$ cat src/rtl/audio_clk_pkg.sv
// Shared types and defaults for the audio clock qualification and timebase stage.
package audio_clk_pkg;

    typedef enum logic [1:0] {
        WAIT_LOCK = 2'd0,
        STABLE    = 2'd1,
        RUN       = 2'd2,
        FAULT     = 2'd3
    } clk_state_e;

    // Defaults for a 48 kHz sample rate on a 100 MHz fabric clock
    localparam int unsigned DEF_LOCK_STABLE_CYCLES = 1024;
    localparam int unsigned DEF_SAMPLE_DIV         = 2083;
    localparam int unsigned DEF_BIT_DIV            = 32;
    localparam int unsigned DEF_LOCK_TIMEOUT       = 65535;
    localparam int unsigned DEF_CNT_W              = 16;
    localparam int unsigned FRAME_W                = 8;

    function automatic int unsigned max2(input int unsigned a, input int unsigned b);
        return (a > b) ? a : b;
    endfunction

endpackage

$ cat src/rtl/audio_tick_div.sv
// Terminal-count divider: one registered tick every DIV enabled cycles, synchronous clear.
module audio_tick_div #(
    parameter int unsigned DIV   = 4,
    parameter int unsigned CNT_W = 16
) (
    input  logic clk,
    input  logic rst_n,
    input  logic clr,
    input  logic en,
    output logic tick
);

    logic [CNT_W-1:0] cnt_q, cnt_d;
    logic             tick_q, tick_d;

    always_comb begin
        cnt_d  = cnt_q;
        tick_d = 1'b0;
        if (clr) begin
            cnt_d = '0;
        end else if (en) begin
            if (cnt_q == CNT_W'(DIV - 1)) begin
                cnt_d  = '0;
                tick_d = 1'b1;
            end else begin
                cnt_d = cnt_q + CNT_W'(1);
            end
        end
    end

    always_ff @(posedge clk or negedge rst_n) begin
        if (!rst_n) begin
            cnt_q  <= '0;
            tick_q <= 1'b0;
        end else begin
            cnt_q  <= cnt_d;
            tick_q <= tick_d;
        end
    end

    assign tick = tick_q;

endmodule

$ cat src/rtl/audio_clk_seq.sv
// Holds audio logic in reset until CCC lock is stable, then generates sample/bit strobes.
// Optional lock watchdog / CCC-bypass degraded mode: AUDIO_CLK_SEQ_LOCK_TIMEOUT_EN.
module audio_clk_seq
    import audio_clk_pkg::*;
#(
    parameter int unsigned LOCK_STABLE_CYCLES = DEF_LOCK_STABLE_CYCLES,
    parameter int unsigned SAMPLE_DIV         = DEF_SAMPLE_DIV,
    parameter int unsigned BIT_DIV            = DEF_BIT_DIV,
    parameter int unsigned LOCK_TIMEOUT       = DEF_LOCK_TIMEOUT,
    parameter int unsigned CNT_W              = DEF_CNT_W
) (
    input  logic               FAB_CLK,
    input  logic               M2F_RESET_N,
    input  logic               FAB_LOCK,
    input  logic               enable,
    input  logic               clr_fault,
    output logic               sys_rst_n,
    output logic               ready,
    output logic               sample_tick,
    output logic               bit_tick,
    output logic [FRAME_W-1:0] frame_cnt,
    output logic               lock_lost,
    output logic               lock_timeout
);

    localparam int unsigned MAX_CNT =
        max2(max2(LOCK_STABLE_CYCLES, LOCK_TIMEOUT), max2(SAMPLE_DIV, BIT_DIV));

    if (CNT_W < $clog2(MAX_CNT + 1)) begin : g_cnt_w_too_narrow
        $error("audio_clk_seq: CNT_W cannot hold the largest count parameter");
    end

    clk_state_e         state_q, state_d;
    logic               lock_meta_q, lock_s_q;
    logic [CNT_W-1:0]   stab_q, stab_d;
    logic               sys_rst_n_q, sys_rst_n_d;
    logic               ready_q, ready_d;
    logic [FRAME_W-1:0] frame_q, frame_d;
    logic               lost_q, lost_d;
    logic               timeout_q, timeout_d;
    logic               fault_c, run_stay_c, div_clr_c;

`ifdef AUDIO_CLK_SEQ_LOCK_TIMEOUT_EN
    logic [CNT_W-1:0]   wd_q, wd_d;
`endif

    // Next-state, stability counter and watchdog
    always_comb begin
        state_d   = state_q;
        stab_d    = stab_q;
        fault_c   = 1'b0;
        timeout_d = timeout_q;
`ifdef AUDIO_CLK_SEQ_LOCK_TIMEOUT_EN
        wd_d      = '0;
`endif
        case (state_q)
            WAIT_LOCK: begin
                stab_d = '0;
                if (lock_s_q) begin
                    state_d = STABLE;
`ifdef AUDIO_CLK_SEQ_LOCK_TIMEOUT_EN
                end else if (wd_q == CNT_W'(LOCK_TIMEOUT - 1)) begin
                    state_d   = RUN;
                    timeout_d = 1'b1;
                end else begin
                    wd_d = wd_q + CNT_W'(1);
`endif
                end
            end
            STABLE: begin
                if (!lock_s_q) begin
                    state_d = WAIT_LOCK;
                    stab_d  = '0;
                end else if (stab_q == CNT_W'(LOCK_STABLE_CYCLES - 1)) begin
                    state_d = RUN;
                    stab_d  = '0;
                end else begin
                    stab_d = stab_q + CNT_W'(1);
                end
            end
            RUN: begin
                // Degraded mode (lock_timeout set) ignores lock entirely
                if (!lock_s_q && !timeout_q) begin
                    state_d = FAULT;
                    fault_c = 1'b1;
                end
            end
            FAULT:   state_d = WAIT_LOCK;
            default: state_d = WAIT_LOCK;
        endcase
    end

    // Registered outputs drop together with the transition into FAULT
    always_comb begin
        run_stay_c  = (state_q == RUN) && (state_d == RUN);
        div_clr_c   = !(run_stay_c && enable);
        sys_rst_n_d = run_stay_c;
        ready_d     = run_stay_c;

        frame_d = frame_q;
        if (fault_c || (state_q == FAULT)) begin
            frame_d = '0;
        end else if (sample_tick) begin
            frame_d = frame_q + FRAME_W'(1);
        end

        lost_d = lost_q;
        if (fault_c) begin
            lost_d = 1'b1;
        end else if (clr_fault) begin
            lost_d = 1'b0;
        end
    end

    always_ff @(posedge FAB_CLK or negedge M2F_RESET_N) begin
        if (!M2F_RESET_N) begin
            lock_meta_q <= 1'b0;
            lock_s_q    <= 1'b0;
            state_q     <= WAIT_LOCK;
            stab_q      <= '0;
            sys_rst_n_q <= 1'b0;
            ready_q     <= 1'b0;
            frame_q     <= '0;
            lost_q      <= 1'b0;
            timeout_q   <= 1'b0;
        end else begin
            lock_meta_q <= FAB_LOCK;
            lock_s_q    <= lock_meta_q;
            state_q     <= state_d;
            stab_q      <= stab_d;
            sys_rst_n_q <= sys_rst_n_d;
            ready_q     <= ready_d;
            frame_q     <= frame_d;
            lost_q      <= lost_d;
            timeout_q   <= timeout_d;
        end
    end

`ifdef AUDIO_CLK_SEQ_LOCK_TIMEOUT_EN
    always_ff @(posedge FAB_CLK or negedge M2F_RESET_N) begin
        if (!M2F_RESET_N) begin
            wd_q <= '0;
        end else begin
            wd_q <= wd_d;
        end
    end
`endif

    audio_tick_div #(.DIV(SAMPLE_DIV), .CNT_W(CNT_W)) u_sample_div (
        .clk   (FAB_CLK),
        .rst_n (M2F_RESET_N),
        .clr   (div_clr_c),
        .en    (enable),
        .tick  (sample_tick)
    );

    audio_tick_div #(.DIV(BIT_DIV), .CNT_W(CNT_W)) u_bit_div (
        .clk   (FAB_CLK),
        .rst_n (M2F_RESET_N),
        .clr   (div_clr_c),
        .en    (enable),
        .tick  (bit_tick)
    );

    assign sys_rst_n    = sys_rst_n_q;
    assign ready        = ready_q;
    assign frame_cnt    = frame_q;
    assign lock_lost    = lost_q;
    assign lock_timeout = timeout_q;

endmodule
$ cat config.mk
export PLATFORM = sky130hd
export DESIGN_NAME = audio_clk_seq
export DESIGN_NICKNAME = d
export VERILOG_FILES = /design/src/rtl/audio_clk_pkg.sv /design/src/rtl/audio_tick_div.sv /design/src/rtl/audio_clk_seq.sv
export SDC_FILE = /design/constraint.sdc
export NUM_CORES = 1
export LEC_CHECK = 0
export ABC_AREA = 1
export ABC_CLOCK_PERIOD_IN_PS = 2900
export CORE_MARGIN = 2
export CORE_UTILIZATION = 40
export CTS_BUF_LIST = sky130_fd_sc_hd__clkbuf_8
export DETAILED_ROUTE_END_ITERATION = 6
export GPL_ROUTABILITY_DRIVEN = 0
export PLACE_DENSITY_LB_ADDON = 0.3
export SYNTH_ARGS = -nofsm -noshare
export SYNTH_HDL_FRONTEND = slang
export SYNTH_SLANG_ARGS = --single-unit
$ cat constraint.sdc
create_clock -name FAB_CLK -period 2.9 [get_ports FAB_CLK]
set_input_delay 0.435 -clock FAB_CLK [delete_from_list [all_inputs] [get_ports FAB_CLK]]
set_output_delay 0.435 -clock FAB_CLK [all_outputs]
set_load 0.05 [all_outputs]
==> impl_metrics.csv <==
group,metric,value,unit
outcome,status,"finished clean",
grt,grt_pass1_wl,12.40,mm
power,p_leak,1.677,nW
critical_path,r2r.worst_path.cells,7,
synthesis,synth.most_common_cell,"nand2_1",
synthesis,synth_compound_area_frac,0.04798,
synthesis,synth_top_flop_cell,"dfrtp_1",
synthesis,yosysSeqAreaShare,0.4583,
timing,finalSetupTns,0,ns
synthesis,syn-num-nets,462,
synthesis,synth_top_family_by_area,"simple AND/OR/NAND/NOR gates",
critical_path,worst-path-stages,1,
place,portBuffers,17,
layout,drive_gt1_frac,0.1143,
grt,grt_usage,0.1580,
floorplan,rows,34,
timing,rsz0062_at_grt,"no",
timing,finalCritPeriodShare,0.7278,
critical_path,worstPathCellList,"clkdlybuf4s50_1",
routing,wl_per_cell,11.58,um
routing,wl,6.823,mm
routing,drt_iter0_drc,146,
grt,grt_max_degree,65,
layout,register_area,1602,um^2
synthesis,synth_top_cells_by_area,"dfrtp_1, nand2_1, nor2_1",
timing,finalSetupViolations,0,
critical_path,cp.arrival,1.68,ns
critical_path,cp_slowest_stage_delay,0.85,ns
timing,drv_slew,0,
critical_path,reg2reg_slack,1.34,ns
layout,nets,486,
layout,fillers,844,
critical_path,crit_path_end_kind,"output port",
timing,skew,0.01245,ns
power,power_density,451.8,nW/um^2
critical_path,cp.buffers_inverters,1,
floorplan,start_util,0.4067,
clocking,cts_buffer_depth,2,
synthesis,synth.area.mux_share,0,
clocking,clk_pin_slew,0.08,ns
synthesis,synth_commonest_cells,"nand2_1, nor2_1, dfrtp_1",
clocking,numCtsBuffers,9,
clocking,cts_root_buffer,"clkbuf_8",
synthesis,syn_avg_cell_area,7.731,um^2
routing,ant_nets,0,
routing,avgViaCountPerCell,4.846,
critical_path,critPathRequiredTime,2.47,ns
floorplan,pin_count,19,
critical_path,crit_type,"reg -> out",
timing,period_needed,2.111,ns
layout,n_antenna_cell,0,
critical_path,slowest_stage,"clkdlybuf4s50_1",
power,max-vdd-ir-drop,0.0002796,V
synthesis,synth_area,3495,um^2
floorplan,die_h,97.47,um
critical_path,path_max_fanout,7,
power,power,1.813,mW
timing,slew_headroom,0.6481,
floorplan,fp.dieW,97.47,um
synthesis,yosysTopAreaCell,"dfrtp_1",
grt,overflow,0,
hold_path,hp-class,"in -> async",
synthesis,synth_top_area_frac,0.4583,
timing,tightest_slew,0.5261,ns
timing,hold_viol_final,0,
clocking,cts_tree,"done",
synthesis,synth-edff-count,0,
clocking,htreeDepth,3,
synthesis,synth_cells,452,
layout,multi_input_area,1624,um^2
synthesis,synth-simple-area-share,0.3502,
critical_path,endpoint,"sample_tick",
grt,antenna_found_initial,0,
clocking,post_cts_buffers,0,
critical_path,reg2reg_from,"state_q[0]$_DFF_PN0_",
place,dp_hpwl,4.919,mm
layout,synthToLayoutAreaGrowth,14.82,%
synthesis,ys_async_sr_fraction,1.000,
critical_path,critPathLaunch,"u_sample_div.tick$_DFF_PN0_",
synthesis,synthAdderAreaFrac,0.01790,
routing,drc,0,
run,max_cap_viol_count,0,
critical_path,start_kind,"flop",
floorplan,dieArea,9500,um^2
routing,drt_pass1_iterations,4,
timing,fmax,473.8,MHz
routing,via_count,2854,
synthesis,ys_ff_latch,64,
floorplan,core_area,8593,um^2
clocking,cts.sinks,64,
clocking,postCtsHoldBufs,0,
synthesis,synth_xor_area_frac,0.04762,
critical_path,timing.rr.end,"u_sample_div.cnt_q[10]$_DFFE_PN0P_",
clocking,cts_resized,0,
layout,final_core_util,0.4669,
clocking,insertion_delay,0.35,ns
synthesis,synth_warnings,0,
synthesis,ys_types,32,
critical_path,cpLargestDelayFamily,"buffers and inverters",
grt,grt_pass1_vias,2845,
[kinds of logic after synthesis]
logic type | after synthesis
other | 1
and+or+nand+nor | 265
buffers and inverters | 68
xor gates and xnor gates | 19
DFF | 64
AOI/OAI and AO/OA | 30
adders and majority gates | 5
[per-stage QoR]
stage	hold WS, ns	instance area (um^2)	setup slack [ns]	cells
after floorplan	0.1394	3495	1.340	452
after global placement	0.3510	3786	1.172	573
after detailed placement	0.3451	3786	1.140	573
after CTS	0.08929	4013	0.7624	589
after global routing	0.1091	4013	0.7321	589
final	0.08376	4013	0.7893	589
[power by group]
group          total [mW]  switching [mW]  internal, mW
clock               0.875           0.383         0.492
sequential          0.898         0.00336         0.895
combinational      0.0394          0.0291        0.0103
[state kept, by name, indices dropped and copies added (netlist names)]
signal and flops:
lock_s_q 1, stab_q 16, u_sample_div.tick 1, ready 1
lock_meta_q 1, state_q 2, frame_cnt 8, lock_lost 1
u_bit_div.cnt_q 16, u_sample_div.cnt_q 16, u_bit_div.tick 1
[routing by layer]
layer	up-vias	wire length (um)	global-route usage
li1	1468	-	-
met1	1337	3342	0.2116
met2	41	3116	0.2531
met3	8	282	0.03957
met4	0	81	0.04915
met5	-	0	0
[layout by cell type, fill, tap and decap left out, types with 3 or more instances in the layout]
cell type	netlist	routed
ha_1	5	5
nor3_2	3	3
o21ai_0	6	6
a21oi_1	7	7
nor2_1	73	73
nand2_1	106	106
clkbuf_8	0	9
nand4_1	11	11
xnor2_1	3	3
nor2_2	4	4
nor2_4	8	8
o21ai_1	10	10
nand2_2	9	9
inv_2	7	7
xor2_1	16	16
nand3_1	33	33
nor3_1	11	11
dfrtp_1	64	64
inv_1	54	54
clkdlybuf4s50_1	0	16
[how the worst min path moves through the flow]
stage / endpoint / slack, ns / from / cells after the start
final: stab_q[9]$_DFFE_PN0P_ / 0.08 / M2F_RESET_N / 2
after global routing: stab_q[11]$_DFFE_PN0P_ / 0.11 / M2F_RESET_N / 2
after CTS: stab_q[10]$_DFFE_PN0P_ / 0.09 / M2F_RESET_N / 2
after detailed placement: lock_s_q$_DFF_PN0_ / 0.35 / lock_meta_q$_DFF_PN0_ / 0
after global placement: lock_s_q$_DFF_PN0_ / 0.35 / lock_meta_q$_DFF_PN0_ / 0
after floorplan: frame_cnt[0]$_DFFE_PN0P_ / 0.14 / M2F_RESET_N / 0
[area by class of cell]
class | count | share of cell area
Clock buffer | 9 | 0.03087
Clock inverter | 7 | 0.02557
Inverter | 62 | 0.05800
Multi-Input combinational cell | 320 | 0.4047
Sequential cell | 64 | 0.3991
Tap cell | 108 | 0.03368
Timing Repair Buffer | 19 | 0.04802
Note: power is estimated with default switching activity, not from simulation.
==> variant: new RTL, same settings <==
The option `AUDIO_CLK_SEQ_LOCK_TIMEOUT_EN` is turned on by a define.
--- a/src/rtl/audio_clk_seq.sv
+++ b/src/rtl/audio_clk_seq.sv
@@ -2,2 +2,4 @@
 // Optional lock watchdog / CCC-bypass degraded mode: AUDIO_CLK_SEQ_LOCK_TIMEOUT_EN.
+`define AUDIO_CLK_SEQ_LOCK_TIMEOUT_EN
+
 module audio_clk_seq
Check against the original RTL: same outputs for any inputs over 10 cycles, from zero or initial values and one cycle with M2F_RESET_N low; that may be too few to reach the edited logic, so the function may still have changed.
==> variant against the original RTL <==
  * Global-route usage up 0.15 points
  * Maximum frequency is 0.86% higher
  * Sequential share of layout area up 2.2 points
  * Worst setup slack better by 0.018 ns
  * Count of clock-buffer cells in the layout is 1 higher
  * Sequential cell count is 17 higher
  * Wire length grew 20%
  * Core utilization fell by 0.53 points
  * Area after synthesis increased by 24%
  * Critical path depth unchanged
  * Non-clock buffer count down 1
  * Synthesized cell count is 24% higher
  * Cell area grew 20%
  * Critical path type unchanged
  * Critical endpoint unchanged
Power is not compared: it rests on default switching activity, and its combinational part moved more than twofold at a synthesized area within 25%.
==> variant: results (changes against the original RTL) <==
[drt]
vias=3455  ; +21%
routed-wl-met3_um=309  ; +9.6%
drt-initial-drc-count=161  ; +10%
wl_met1_um=3927  ; +18%
routed_wl_um=8173  ; +20%

[critical_path]
cp_max_fo=8  ; +1
worst_ep_arrival_time_ns=1.66  ; -0.02 ns

[global_route]
grt_start_max_net_pins=82  ; +26%
grt_usage=0.1595  ; +0.001527
grt_pass1_vias=3445  ; +21%
antenna_found_initial=0  ; unchanged

[final_layout]
final_nets=594  ; +22%
diodes=0  ; unchanged
nFillCells=1049  ; +24%
layout-drive-gt1-share=0.08376  ; -0.03058

[yosys]
synth_fp_nets=571  ; +24%
synthTopCellsByCount=120 x nand2_1, 100 x nor2_1, 81 x dfrtp_1
synth.distinct_cells=33  ; +3.1%
synthTopCellsByArea=dfrtp_1 47%, nand2_1 10%, nor2_1 8.7%
ys_seq_area_frac=0.4692  ; +0.01087
yosysWarnings=0  ; unchanged

[place]
dp_hpwl_um=5882  ; +20%
io_buffers=18  ; +1

[outcome]
status=finished clean

[timing]
fin_skew_ns=0.01267  ; +0.0002236 ns

==> variant: changes by cell type after synthesis, sizes merged, moves of 12 or more <==
cell / unedited run / this run
nand2: 115 / 129
nor2: 85 / 112
inv: 61 / 80
nor3: 14 / 26
dfrtp: 64 / 81
==> variant: cell type report <==
class,count,share of cell area
tap,136,0.03539
multi-input combinational,392,0.4054
clock buffer,10,0.02862
timing repair buffer,18,0.03695
sequential,81,0.4215
inverter,80,0.06245
clock inverter,4,0.009628
==> variant: layer usage <==
metal	vias to the layer above	GRT usage
li1	1802	-
met1	1593	0.2071
met2	50	0.2606
met3	10	0.04479
met4	0	0.04762
met5	-	0
==> variant: worst paths after layout <==
kind	start	to	slack, ns	depth (start not counted)
worst min-delay path	M2F_RESET_N	u_bit_div.cnt_q[8]	0.25	1
worst min register to register	lock_meta_q	lock_s_q	0.35	0
min in group FAB_CLK	lock_meta_q	lock_s_q	0.35	0
max in group asynchronous	M2F_RESET_N	u_sample_div.cnt_q[0]	2.01	1
worst max-delay path	u_sample_div.tick	sample_tick	0.81	1
worst max register to register	wd_q[0]	wd_q[10]	1.29	7
==> variant: per-stage QoR <==
step                      setup slack [ns]    util  instance area, µm²
after global placement               1.200  0.4440                4624
after detailed placement             1.189  0.4440                4624
after CTS                           0.7891  0.4616                4808
after global routing                0.7255  0.4616                4808
after floorplan                      1.346       -                4320
final                               0.8074  0.4616                4808
==> variant: kinds of logic (layout without fill, tap and decap cells) <==
group,count (synthesis),count (layout),share of synthesized area
buf+inv,86,112,0.07964
simple gates,328,328,0.3394
xor+xnor,21,21,0.04257
flops,81,81,0.4692
compound gates,36,36,0.04894
fa+ha+maj,7,7,0.02027
==> variant: where the power goes <==
part / internal, mW / leakage [nW] / switching [mW]
registers: 1.16 / 1.12 / 0.0261
clock network: 0.407 / 0.0954 / 0.394
logic: 0.0477 / 0.877 / 0.125
total: 1.61 / 2.09 / 0.545
